<file path="config.mk">
export PLATFORM = sky130hd
export DESIGN_NAME = read_instructions
export DESIGN_NICKNAME = d
export VERILOG_FILES = /design/src/rtl/read_instructions.sv
export SDC_FILE = /design/constraint.sdc
export NUM_CORES = 1
export LEC_CHECK = 0
export CELL_PAD_IN_SITES_DETAIL_PLACEMENT = 1
export CELL_PAD_IN_SITES_GLOBAL_PLACEMENT = 1
export CORE_MARGIN = 2
export CORE_UTILIZATION = 10
export DETAILED_ROUTE_END_ITERATION = 16
export PLACE_DENSITY = 0.95
export SYNTH_ARGS = -nofsm -noshare
export SYNTH_HDL_FRONTEND = slang
export SYNTH_SLANG_ARGS = --single-unit
</file>
<file path="constraint.sdc">
create_clock -name vclk -period 2.7
set_input_delay 0.54 -clock vclk [all_inputs]
set_output_delay 0.54 -clock vclk [all_outputs]
set_load 0.05 [all_outputs]
</file>
<file path="src/rtl/read_instructions.sv">
// read_instructions: combinational instruction memory with default program, optional write port under IMEM_WRITE_EN
module read_instructions #(
  parameter int DEPTH = 64,
  parameter logic [31:0] NOP_WORD = 32'h0000_0013
) (
  input  logic        clk,
  input  logic        reset,
  input  logic [31:0] memAddress,
  output logic [31:0] instruction,
  output logic        misaligned,
  output logic        out_of_range,
  input  logic        wr_en,
  input  logic [31:0] wr_addr,
  input  logic [31:0] wr_data
);
  localparam int IW = $clog2(DEPTH);
  function automatic logic [31:0] dflt(input int i);
    case (i)
      0:       dflt = 32'h0050_0093;
      1:       dflt = 32'h0030_0113;
      2:       dflt = 32'h0020_81B3;
      3:       dflt = 32'h4020_8233;
      4:       dflt = 32'h0020_F2B3;
      5:       dflt = 32'h0020_E333;
      default: dflt = NOP_WORD;
    endcase
  endfunction
  logic [29:0] ridx;
  assign ridx         = memAddress[31:2];
  assign misaligned   = |memAddress[1:0];
  assign out_of_range = ridx >= 30'(DEPTH);
`ifdef IMEM_WRITE_EN
  logic [31:0] mem_q [DEPTH];
  logic [31:0] mem_d [DEPTH];
  logic [29:0] widx;
  logic        unused_wr;
  assign widx      = wr_addr[31:2];
  assign unused_wr = ^wr_addr[1:0];
  always_comb begin
    mem_d = mem_q;
    if (wr_en && widx < 30'(DEPTH)) mem_d[widx[IW-1:0]] = wr_data;
  end
  always_ff @(posedge clk or negedge reset)
    if (!reset) for (int i = 0; i < DEPTH; i++) mem_q[i] <= dflt(i);
    else mem_q <= mem_d;
  assign instruction = out_of_range ? NOP_WORD : mem_q[ridx[IW-1:0]];
`else
  logic unused_wr;
  assign unused_wr   = ^{clk, reset, wr_en, wr_addr, wr_data};
  assign instruction = out_of_range ? NOP_WORD : dflt(int'(ridx[IW-1:0]));
`endif
endmodule

</file>
==> results.py <==
metrics = {
    "status": {
        "status": "finished, final reports clean",
    },
    "final_layout": {
        "layout.cells.most_common_list": "20 x conb_1, 17 x dlymetal6s2s_1, 16 x clkdlybuf4s50_1",
        "nets": 214,
        "diodes": 0,
        "finish.utilization": 0.280,
        "drive_above_1_share": 0.398,
        "seq_area_sq_um": 0,
        "syn_to_final_growth_pct": 171,
        "finalNonFillerCells": 165,
        "layout_commonest_cell": "conb_1",
        "n_sequential_cell": 0,
        "clkbuf_count": 0,
    },
    "yosys": {
        "yosysSeqAreaShare": 0,
        "synth.avg_cell_area_sq_um": 8.02,
        "netlist-cell-type-count": 20,
        "synthCells": 56,
        "synth_area_sq_um": 449,
        "ys_warn_count": 0,
    },
    "placed_design": {
        "numPortBuffers": 46,
        "place_hpwl_um": 1570,
        "gp_congestion": 0.580,
        "place_inst": 157,
    },
    "worst_setup_path": {
        "cp_slowest_cell": "clkdlybuf4s50_1",
        "critical_path_required_ns": 2.16,
        "startpoint": "memAddress[24]",
        "worst_path_largest_cell_delay_ns": 0.44,
        "cp.depth": 7,
        "path_buf_inv": 4,
        "cpLargestDelayFamily": "buffers and inverters",
        "crit_path_start_kind": "primary input",
        "critPathKind": "primary input to primary output",
        "critPathMaxFanout": 5,
        "cp_cell_sequence": "clkdlybuf4s50_1 -> nor4_4 -> buf_4 -> nand3_4 -> buf_4 -> nor4_4 -> buf_12",
        "worst_ep_arrival_time_ns": 2.10,
        "critPathCaptureType": "primary output",
    },
    "floorplanning": {
        "die_h_um": 71.0,
        "pin_count": 133,
        "floorplan.initialDensity": 0.103,
        "die_width_um": 71.0,
        "rows": 24,
        "core_sq_um": 4350,
        "die-area_sq_um": 5040,
    },
    "power_and_ir_drop": {
        "p_comb_frac": 1.000,
        "p_int_uw": 48.4,
        "swShare": 0.652,
        "power_switching_uw": 90.9,
        "pwr-share-seq": 0,
        "power_density_nw_per_um2": 114,
        "ir_drop_uv": 52.3,
        "clkPwrFrac": 0,
        "p_leak_nw": 0.595,
    },
    "global_routing": {
        "grt-ovfl-total": 0,
        "met1_usage": 0.0744,
        "antenna_found_initial": 0,
        "grt_use_total": 0.0674,
        "grt_max_degree": 12,
        "grtUsageMet3": 0.00997,
        "top_usage_layer": "met2",
        "grt_first_pass_wirelength_um": 2760,
        "grt_use_met2": 0.141,
        "grt_pass1_vias": 556,
    },
    "timing": {
        "finalCriticalPeriod_ns": 2.64,
        "tns_ns": 0,
        "fmax_mhz": 379,
        "hold_violations": 0,
        "setup_viol": 0,
        "slew_viol_final": 0,
        "finalCritPeriodShare": 0.977,
        "maxSlewHeadroom": 0.653,
        "worst_pin_slew_ns": 0.519,
    },
    "routing": {
        "postRouteAntennaNets": 0,
        "drc": 0,
        "drt_iter0_drc": 8,
        "viasPerCell": 3.47,
        "wl_per_cell_um": 12.4,
        "drt_pass1_iterations": 4,
        "via_count": 572,
        "wl_um": 2050,
    },
    "min_path": {
        "whs_path_depth": 6,
        "hold_path_class": "primary input to primary output",
        "min_from": "memAddress[22]",
    },
    "job": {
        "drv_cap": 0,
    },
}
## worst paths after layout
| check | to | slack, ns |
|---|---|---|
| worst max-delay path | instruction[20] | 0.06 |
| worst min-delay path | out_of_range | 1.72 |
## cells by family after synthesis
logic type	share of synthesized area
buf+inv	0.401
simple gates	0.527
compound gates	0.0334
other cells	0.0167
mux	0.0223
## worst min-delay path, stage by stage
cell and delay [ns]:
dlymetal6s2s_1 0.13, nor4_4 0.06, buf_4 0.14, nand2_1 0.05, or2_1 0.11, buf_6 0.15
## synth_stat cells
cell type	count	area share
buf_4	22	0.37
nand2_1	5	0.042
nor3_1	4	0.045
nor4_1	3	0.042
nor4_4	3	0.14
a211oi_1	2	0.033
conb_1	2	0.017
nor3_2	2	0.045
nor4_2	2	0.056
buf_6	1	0.025
inv_1	1	0.0083
mux2i_1	1	0.022
nand2b_1	1	0.014
nand3_4	1	0.039
nand4_1	1	0.014
nor2b_1	1	0.014
nor4b_2	1	0.033
or2_1	1	0.014
or2_2	1	0.014
or3_1	1	0.014
## final cells by class
type,count,area (sq um)
inverter,1,3.75
timing repair buffer,61,744
fill,491,3140
multi-input combinational,51,405
tap,52,65.1
## metrics by stage
| step | power [mW] | worst slack (ns) | area, sq um | hold slack (ns) |
|---|---|---|---|---|
| 5_1_grt | 0.146 | -0.00494 | 1220 | 1.76 |
| 3_3_place_gp | 0.133 | -0.0359 | 1060 | 1.90 |
| 6_report | 0.139 | 0.0609 | 1220 | 1.72 |
| 4_1_cts | 0.135 | -0.0200 | 1060 | 1.92 |
| 3_5_place_dp | 0.135 | -0.0227 | 1060 | 1.92 |
| 2_1_floorplan | 0.0976 | -0.0810 | 532 | 1.15 |
## routing by layer
layer / vias up / wire (um)
met5: - / 0
met4: 0 / 0
met3: 0 / 150
met2: 34 / 1230
met1: 267 / 672
li1: 271 / -
## power by group through the flow
stage,Clock [mW],Combinational [mW],Sequential [mW]
floorplan,0,0.0976,0
global placement,0,0.133,0
detailed placement,0,0.135,0
CTS,0,0.135,0
global route,0,0.146,0
finish,0,0.139,0
## what timing repair did
item	4_1_cts	5_1_grt
hold buffers	0	0
gates cloned	0	2
setup endpoints to repair	1	12
pin swaps	1	12
buffers inserted	0	6
gates resized for setup	0	28
No activity file was read; power rests on OpenSTA's default activity.
